### config.mk
export PLATFORM = sky130hd
export DESIGN_NAME = rtc_field_commit
export DESIGN_NICKNAME = d
export VERILOG_FILES = /design/src/rtl/rtc_field_commit.sv
export SDC_FILE = /design/constraint.sdc
export NUM_CORES = 1
export LEC_CHECK = 0
export BUFFER_PORTS_ARGS = -buffer_cell sky130_fd_sc_hd__buf_2
export CORE_MARGIN = 4
export CORE_UTILIZATION = 35
export CTS_BUF_LIST = sky130_fd_sc_hd__clkbuf_4 sky130_fd_sc_hd__clkbuf_8
export CTS_CLUSTER_SIZE = 30
export DETAILED_ROUTE_END_ITERATION = 8
export PLACE_DENSITY = 0.52
export SKIP_CTS_REPAIR_TIMING = 1
export SYNTH_ARGS = -nofsm -noshare
export SYNTH_HDL_FRONTEND = slang
export SYNTH_SLANG_ARGS = --single-unit
### constraint.sdc
create_clock -name clk_i -period 6.7 [get_ports clk_i]
set_input_delay 1.005 -clock clk_i [delete_from_list [all_inputs] [get_ports clk_i]]
set_output_delay 1.005 -clock clk_i [all_outputs]
set_load 0.05 [all_outputs]
### src/rtl/rtc_field_commit.sv
// Commits one user-edited BCD time field to the RTC over a req/ack write handshake.
// Define RTC_READBACK_EN to add a read-back-and-compare step after the write.
module rtc_field_commit #(
  parameter int unsigned ACK_TIMEOUT = 255,
  parameter int unsigned TO_W        = 8
) (
  input  logic       clk_i,
  input  logic       rst_ni,
  input  logic [3:0] field_i,
  input  logic [7:0] value_i,
  input  logic       commit_i,
  input  logic       wr_ack_i,
`ifdef RTC_READBACK_EN
  output logic       rd_req_o,
  input  logic       rd_ack_i,
  input  logic [7:0] rd_data_i,
`endif
  output logic       wr_req_o,
  output logic [7:0] addr_o,
  output logic [7:0] data_o,
  output logic       busy_o,
  output logic       done_o,
  output logic       err_o
);

  typedef enum logic [2:0] {
    S_IDLE,
    S_CHECK,
    S_WREQ,
`ifdef RTC_READBACK_EN
    S_RDREQ,
    S_RCMP,
`endif
    S_DONE
  } state_t;

  localparam logic [TO_W-1:0] TO_LIMIT = TO_W'(ACK_TIMEOUT);

  state_t          r_state;
  state_t          w_next;
  logic            r_commit_q;
  logic [3:0]      r_field;
  logic [7:0]      r_addr;
  logic [7:0]      r_data;
  logic [TO_W-1:0] r_to_cnt;

  logic       w_edge;
  logic       w_expired;
  logic       w_latch;
  logic       w_cnt_clr;
  logic       w_cnt_inc;
  logic       w_err;
  logic       w_valid;
  logic       w_fld_ok;
  logic [7:0] w_min;
  logic [7:0] w_max;
  logic [7:0] w_addr_map;

`ifdef RTC_READBACK_EN
  logic [7:0] r_rd_data;
  logic       w_rd_cap;
`endif

  assign w_edge    = commit_i & ~r_commit_q;
  assign w_expired = (r_to_cnt == TO_LIMIT);

  always_comb begin
    w_addr_map = '0;
    case (field_i)
      4'd1:    w_addr_map = 8'h21;
      4'd2:    w_addr_map = 8'h22;
      4'd3:    w_addr_map = 8'h23;
      4'd4:    w_addr_map = 8'h24;
      4'd5:    w_addr_map = 8'h25;
      4'd6:    w_addr_map = 8'h26;
      4'd7:    w_addr_map = 8'h43;
      4'd8:    w_addr_map = 8'h42;
      4'd9:    w_addr_map = 8'h41;
      default: w_addr_map = '0;
    endcase
  end

  // With both nibbles <= 9, plain unsigned compare of packed BCD orders like decimal.
  always_comb begin
    w_fld_ok = 1'b1;
    w_min    = 8'h00;
    w_max    = 8'h59;
    case (r_field)
      4'd1, 4'd2, 4'd8, 4'd9: w_max = 8'h59;
      4'd3, 4'd7:             w_max = 8'h23;
      4'd4: begin
        w_min = 8'h01;
        w_max = 8'h31;
      end
      4'd5: begin
        w_min = 8'h01;
        w_max = 8'h12;
      end
      4'd6:                   w_max = 8'h99;
      default:                w_fld_ok = 1'b0;
    endcase
    w_valid = w_fld_ok && (r_data[7:4] <= 4'd9) && (r_data[3:0] <= 4'd9) &&
              (r_data >= w_min) && (r_data <= w_max);
  end

  always_comb begin
    w_next    = r_state;
    w_latch   = 1'b0;
    w_cnt_clr = 1'b0;
    w_cnt_inc = 1'b0;
    w_err     = 1'b0;
`ifdef RTC_READBACK_EN
    w_rd_cap  = 1'b0;
`endif
    case (r_state)
      S_IDLE: begin
        if (w_edge) begin
          w_latch = 1'b1;
          w_next  = S_CHECK;
        end
      end
      S_CHECK: begin
        if (w_valid) begin
          w_cnt_clr = 1'b1;
          w_next    = S_WREQ;
        end else begin
          w_err  = 1'b1;
          w_next = S_IDLE;
        end
      end
      S_WREQ: begin
        // An ack arriving on the expiry cycle still completes the write.
        if (wr_ack_i) begin
`ifdef RTC_READBACK_EN
          w_cnt_clr = 1'b1;
          w_next    = S_RDREQ;
`else
          w_next    = S_DONE;
`endif
        end else if (w_expired) begin
          w_err  = 1'b1;
          w_next = S_IDLE;
        end else begin
          w_cnt_inc = 1'b1;
        end
      end
`ifdef RTC_READBACK_EN
      S_RDREQ: begin
        if (rd_ack_i) begin
          w_rd_cap = 1'b1;
          w_next   = S_RCMP;
        end else if (w_expired) begin
          w_err  = 1'b1;
          w_next = S_IDLE;
        end else begin
          w_cnt_inc = 1'b1;
        end
      end
      S_RCMP: begin
        if (r_rd_data == r_data) begin
          w_next = S_DONE;
        end else begin
          w_err  = 1'b1;
          w_next = S_IDLE;
        end
      end
`endif
      S_DONE:  w_next = S_IDLE;
      default: w_next = S_IDLE;
    endcase
  end

  always_ff @(posedge clk_i or negedge rst_ni) begin
    if (!rst_ni) begin
      r_state    <= S_IDLE;
      r_commit_q <= 1'b0;
      r_field    <= '0;
      r_addr     <= '0;
      r_data     <= '0;
      r_to_cnt   <= '0;
    end else begin
      r_state    <= w_next;
      r_commit_q <= commit_i;
      if (w_latch) begin
        r_field <= field_i;
        r_addr  <= w_addr_map;
        r_data  <= value_i;
      end
      if (w_cnt_clr) begin
        r_to_cnt <= '0;
      end else if (w_cnt_inc) begin
        r_to_cnt <= r_to_cnt + TO_W'(1);
      end
    end
  end

`ifdef RTC_READBACK_EN
  always_ff @(posedge clk_i or negedge rst_ni) begin
    if (!rst_ni) begin
      r_rd_data <= '0;
    end else if (w_rd_cap) begin
      r_rd_data <= rd_data_i;
    end
  end

  assign rd_req_o = (r_state == S_RDREQ);
`endif

  assign wr_req_o = (r_state == S_WREQ);
  assign addr_o   = r_addr;
  assign data_o   = r_data;
  assign busy_o   = (r_state != S_IDLE);
  assign done_o   = (r_state == S_DONE);
  assign err_o    = w_err;

endmodule

==> results of run 1 <==
-- registers in the layout, summed over array words and instances (netlist names) --
| signal | flops |
|---|---|
| addr_o | 5 |
| data_o | 8 |
| r_commit_q | 1 |
| r_field | 4 |
| r_state | 2 |
| r_to_cnt | 8 |
-- metrics by stage --
| stage | utilization, % | setup slack (ps) | hold slack, ps |
|---|---|---|---|
| 3_5_place_dp | 41.44 | 3235 | 472.1 |
| 4_1_cts | 42.67 | 2912 | 497.4 |
| 6_report | 42.67 | 2921 | 493.0 |
| 2_1_floorplan | - | 2729 | 515.3 |
| 5_1_grt | 42.67 | 2712 | 533.0 |
| 3_3_place_gp | 41.44 | 3313 | 469.9 |
-- cell families after synthesis --
logic type / count (synthesis) / share of synthesized area, %
muxes: 14 / 9.366
other: 1 / 0.2264
xor gates and xnor gates: 6 / 3.172
buffers and inverters: 14 / 3.927
DFF: 28 / 42.30
adders and majority gates: 13 / 9.819
AOI/OAI and AO/OA: 32 / 12.84
and+or+nand+nor: 58 / 18.35
-- area by class of cell --
class                      instances  share of cell area, %
tap                               52                  3.408
timing repair buffer              32                  8.388
clock buffer                       4                  2.883
multi-input combinational        126                  47.05
inverter                           8                  1.573
sequential                        28                  36.70
-- path summary, 6_finish.rpt --
path | cells past startpoint | slack (ps) | to
hold / removal | 2 | 490 | addr_o[1]
setup reg to reg | 9 | 4270 | r_state[1]
setup / recovery | 10 | 2920 | err_o
max in group asynchronous | 1 | 5540 | data_o[0]
min in group asynchronous | 1 | 740 | r_to_cnt[5]
hold reg to reg | 2 | 490 | addr_o[1]
-- metal layers --
layer	track usage [%]	routed length (µm)	part of all wire, %
met1	15.05	1495	42
met2	23.43	1857	52
met3	2.576	148	4.2
met4	3.804	47	1.3
met5	0	0	0
-- worst reg2reg max path, cell delays in order (launching register included) --
cell and delay (ps):
dfrtp_1 460, and2_2 230, o21a_1 190, and2_1 140, ha_1 270, nand2_1 60, nor2_1 50, a21boi_0 170
nor4b_4 580, a31o_1 220
-- power by group through the flow --
stage / Clock [mW] / Combinational (mW) / Sequential [mW]
after floorplan: 0 / 0.280 / 0.419
after global placement: 0 / 0.513 / 0.297
after detailed placement: 0 / 0.523 / 0.300
after CTS: 0.109 / 0.526 / 0.297
after global routing: 0.118 / 0.569 / 0.311
final: 0.106 / 0.518 / 0.297
-- placed cells by master (no fill, tap or decap), types with 2 or more instances in the layout --
cell      netlist  routed
a21boi_0        2       2
a21oi_1         5       5
a41o_1          2       2
and2_1          2       2
and3_1          2       2
buf_2           1      32
clkbuf_8        0       4
conb_1          1       3
dfrtp_1        28      28
ha_1           13      13
inv_1           8       8
mux2_2         12      12
mux2i_1         2       2
nand2_1        17      17
nand2b_1        2       2
nand3_1         3       3
nand4_1         5       5
nor2_1         14      14
nor2b_1         2       2
nor3_1          2       2
nor3b_1         2       2
nor4_1          2       2
o21ai_0        12      12
xnor2_1         2       2
xor2_1          4       4
==> metrics.md, run 1 <==
| Metric | Value |
|---|---|
| Status | finished, final reports clean |
| DP Cell Count | 246 |
| Die W | 76.80 µm |
| Setup violators final | 0 |
| Startpoint Class | register |
| Hold Startpoint | addr_o[1] |
| Kind of end point of the critical path | output pin |
| CTS Sinks | 28 |
| Worst path top cell family by delay | compound AO/OA/AOI/OAI gates |
| Placed Area | 1854 µm² |
| Drt first pass iters | 4 |
| Peak supply drop | 0.0002213 V |
| Grt total ovfl | 0 |
| Pwr dens | 482.1 nW/µm² |
| Synth area leader | dfrtp_1 |
| Worst path cell trace | and2_2 > o21a_1 > and2_1 > ha_1 > nand2_1 > nor2_1 > a21boi_0 > o31ai_1 > a21boi_0 > buf_2 |
| RSZ-0062 raised after global routing | false |
| Post-synthesis instance area | 1657 µm² |
| Boundary pin count | 36 |
| H-tree depth | 1 |
| Synth unique cells | 42 |
| Cell count after synthesis | 166 |
| Clk_lat worst skew | 270 ps |
| Vias per cell | 5.292 |
| CTS Root Cell | clkbuf_8 |
| Commonest cells in the synthesized netlist | 28 x dfrtp_1, 17 x nand2_1, 14 x nor2_1 |
| Height of the die | 76.80 µm |
| # DRC | 0 |
| Nets | 228 |
| Area occupied by multi-input gates | 898.4 µm² |
| Critical Path RT | 5690 ps |
| Num CTS Buffers | 3 |
| Internal | 0.4555 mW |
| Vias in the first global route | 1364 |
| Critical R2R Launch | r_field[1] |
| Synth top area share | 42.30% |
| Slowest-stage cell, CP | dfrtp_1 |
| Port buffer count | 32 |
| Number of antenna violations at the first check in global routing | 0 |
| Total leakage power | 0.9277 nW |
| Top-count cell post-synth | dfrtp_1 |
| Area grow syn2layout | 15.26% |
| Diodes inserted | 0 |
| FFs w/ async S/R, synth | 100.0% |
| Final instance area | 1909 µm² |
| CP startpoint | r_field[1] |
| Wire length per cell | 14.19 µm |
| Core area | 4474 µm² |
| Flip-flop and latch count after synthesis | 28 |
| YS warnings | 0 |
| Initial DRC Count | 36 |
| Synth Area per Inst | 9.979 µm² |
| Detailed Place HPWL | 2.744 mm |
| Hold WC Path Type | reg2reg |
| Sequential fraction of the synthesis area | 42.30% |
| Max_cap viols | 0 |
| Buffers plus inverters on the worst setup path | 1 |
| Period utilization | 56.41% |
| Die footprint | 5897 µm² |
| Number of nets still failing antenna checks after routing | 0 |
| Switching Fraction | 50.52% |
| Vias | 1323 |
| Global-route wire length before repair | 6.210 mm |
| Most frequent cell on the critical path | a21boi_0 |
| Largest net degree at the start of global routing | 29 |
| Total Power | 0.9206 mW |
| Clock power share | 11.5% |
| Starting Density | 37.02% |
| Rows | 24 |
| Slowest cell delay on critical path | 460 ps |
| Gr usage total | 12.84% |
| Logic gate share of total power | 56.3% |
| Post-Layout Cell Count | 250 |
| P_sw | 0.4651 mW |
| Register share of total power | 32.2% |
| Slew at the pin with the worst max-slew slack | 867.0 ps |
| Predominant post-synthesis flop cell | dfrtp_1 |
| Register Area | 700.7 µm² |
| Area contributors post-synth | dfrtp_1 42%, ha_1 9.8%, mux2_2 8.2% |
| Critical path class | reg2out |
| Layout cells sized above 1 | 26.26% |
| CP max FO | 8 |
| Final hold violations | 0 |
| Final wirelength | 3.548 mm |
| TritonCTS clock tree | built |
| Setup TNS | 0 ps |
| Final Slew Violations | 0 |
| GP Congestion | 0.8061 |
| Crit path DAT | 2770 ps |
| Fillers | 459 |
| Post-synth EDFFs | 0 |
| Final Critical Period | 3779 ps |
| Clk buf depth | 2 |
| Peak Freq | 264.6 MHz |
| Worst Skew | 2.421 ps |
| Slew HR | 42.20% |
| Clk slew on worst S/H paths | 100 ps |
No activity file was read; power rests on OpenSTA's default activity.
==> run 2: changes to the inputs <==
PLACE_DENSITY = 0.55   (was 0.52)
clock period = 3.32 ns   (was 6.7 ns; I/O delays follow)
==> run 2 against run 1 <==
Clock skew up 4.0 ps. Worst setup slack worse by 2700 ps. Wire length up 3.4%. Non-clock buffer count unchanged. Count of clock-buffer cells in the layout unchanged. Critical path depth unchanged. Global-route usage up 0.083 points. Sequential share of layout area unchanged. Critical endpoint unchanged. Highest routed layer unchanged.
==> metrics.md, run 2 (synthesis gave the netlist of run 1 again) <==
| Metric | Value |
|---|---|
| CP max FO | 8 |
| RSZ-0062 raised after global routing | false |
| Largest net degree at the start of global routing | 29 |
| Grt total ovfl | 0 |
| Clk buf depth | 2 |
| Worst path top cell family by delay | compound AO/OA/AOI/OAI gates |
| Nets | 228 |
| Final hold violations | 0 |
| Vias | 1299 |
| Critical Path RT | 2820 ps |
| Vias per cell | 5.196 |
| Peak supply drop | 0.0003524 V |
| Most common cell after layout, fill and taps aside | buf_2 |
| DP Cell Count | 246 |
| Number of nets still failing antenna checks after routing | 0 |
| Setup violators final | 0 |
| CTS Sinks | 28 |
| Pwr dens | 989.3 nW/µm² |
| Flop-to-flop setup slack | 920 ps |
| Boundary pin count | 36 |
| Wire length per cell | 14.67 µm |
| Core area | 4474 µm² |
| Final wirelength | 3.668 mm |
| TritonCTS clock tree | built |
| Final Critical Period | 3091 ps |
| Max_cap viols | 0 |
| Height of the die | 76.80 µm |
| Worst Skew | 6.413 ps |
| # DRC | 0 |
| Setup TNS | 0 ps |
| Crit path DAT | 2590 ps |
| Slew HR | 44.15% |
| Detailed Place HPWL | 2.835 mm |
| Num CTS Buffers | 3 |
| Clk slew on worst S/H paths | 100 ps |
| Hold WC Path Type | in2async |
| Commonest non-fill, non-tap cells in the layout | 32 x buf_2, 28 x dfrtp_1, 17 x nand2_1, 14 x nor2_1, 13 x ha_1 |
| Drt first pass iters | 4 |
| Worst path cell trace | and2_2 > o21a_1 > and2_1 > ha_1 > nand2_1 > nor2_1 > a21boi_1 > o31ai_1 > a21boi_1 > buf_2 |
| Hold Slack | 233.8 ps |
| Period utilization | 93.10% |
| Slowest-stage cell, CP | dfrtp_1 |
| Clk_lat worst skew | 270 ps |
| Peak Freq | 323.5 MHz |
| Kind of end point of the critical path | output pin |
| Final Slew Violations | 0 |
| Status | finished, final reports clean |
| Total leakage power | 0.9290 nW |
| Setup ws final | 229.1 ps |
| Buffers plus inverters on the worst setup path | 1 |
| Gr usage total | 12.92% |
| Startpoint Class | register |
| Rows | 24 |
| Diodes inserted | 0 |
| Most frequent cell on the critical path | a21boi_1 |
| Post-Layout Cell Count | 250 |
| Vias in the first global route | 1339 |
| Starting Density | 37.02% |
| CTS Root Cell | clkbuf_8 |
| Slew at the pin with the worst max-slew slack | 837.7 ps |
| Die W | 76.80 µm |
| Number of antenna violations at the first check in global routing | 0 |
| GP Congestion | 0.7701 |
| Layout cells sized above 1 | 26.26% |
| Setup WS pre-CTS | 408.4 ps |
| Critical path class | reg2out |
| Die footprint | 5897 µm² |
| H-tree depth | 1 |
| Initial DRC Count | 63 |
| Slowest cell delay on critical path | 460 ps |
| Global-route wire length before repair | 6.306 mm |
| Area grow syn2layout | 15.26% |
| Port buffer count | 32 |
[run 2: cell counts in the layout (fill, tap and decap cells not counted)]
Identical to the previous run, type by type.
[run 2: final cells by class]
| class | instances | area [µm²] |
|---|---|---|
| fill | 440 | 2565 |
| timing repair buffer | 32 | 160.2 |
| sequential | 28 | 700.7 |
| inverter | 8 | 30.03 |
| tap | 52 | 65.06 |
| multi-input combinational | 126 | 898.4 |
| clock buffer | 4 | 55.05 |
[run 2: final timing paths]
path / end / startpoint / cells past startpoint
setup / recovery: err_o / r_field[1] / 10
hold / removal: r_to_cnt[6] / rst_ni / 1
setup reg to reg: r_state[1] / r_field[1] / 9
hold reg to reg: addr_o[1] / addr_o[1] / 2
max in group asynchronous: r_to_cnt[0] / rst_ni / 1
min in group clk_i: r_commit_q / commit_i / 1
[run 2: stage by stage]
| stage | utilization [%] | total power, mW | area [µm²] |
|---|---|---|---|
| floorplan | - | 1.413 | 1664 |
| global placement | 41.44 | 1.640 | 1854 |
| detailed placement | 41.44 | 1.686 | 1854 |
| CTS | 42.67 | 1.904 | 1909 |
| global route | 42.67 | 2.031 | 1909 |
| finish | 42.67 | 1.889 | 1909 |
[run 2: per-layer routing]
layer	vias up	share of wire, %	track usage [%]	wire [µm]
met5	-	0	0	0
met4	0	0.49	2.717	18
met1	620	47	16.61	1725
li1	651	-	-	-
met2	26	49	22.47	1797
met3	2	3.4	2.459	126
[run 2: report_power, final]
group	switching (mW)	leakage (nW)	internal, mW
Clock	0.105	0.0288	0.106
Sequential	0.142	0.355	0.462
Combinational	0.716	0.545	0.358
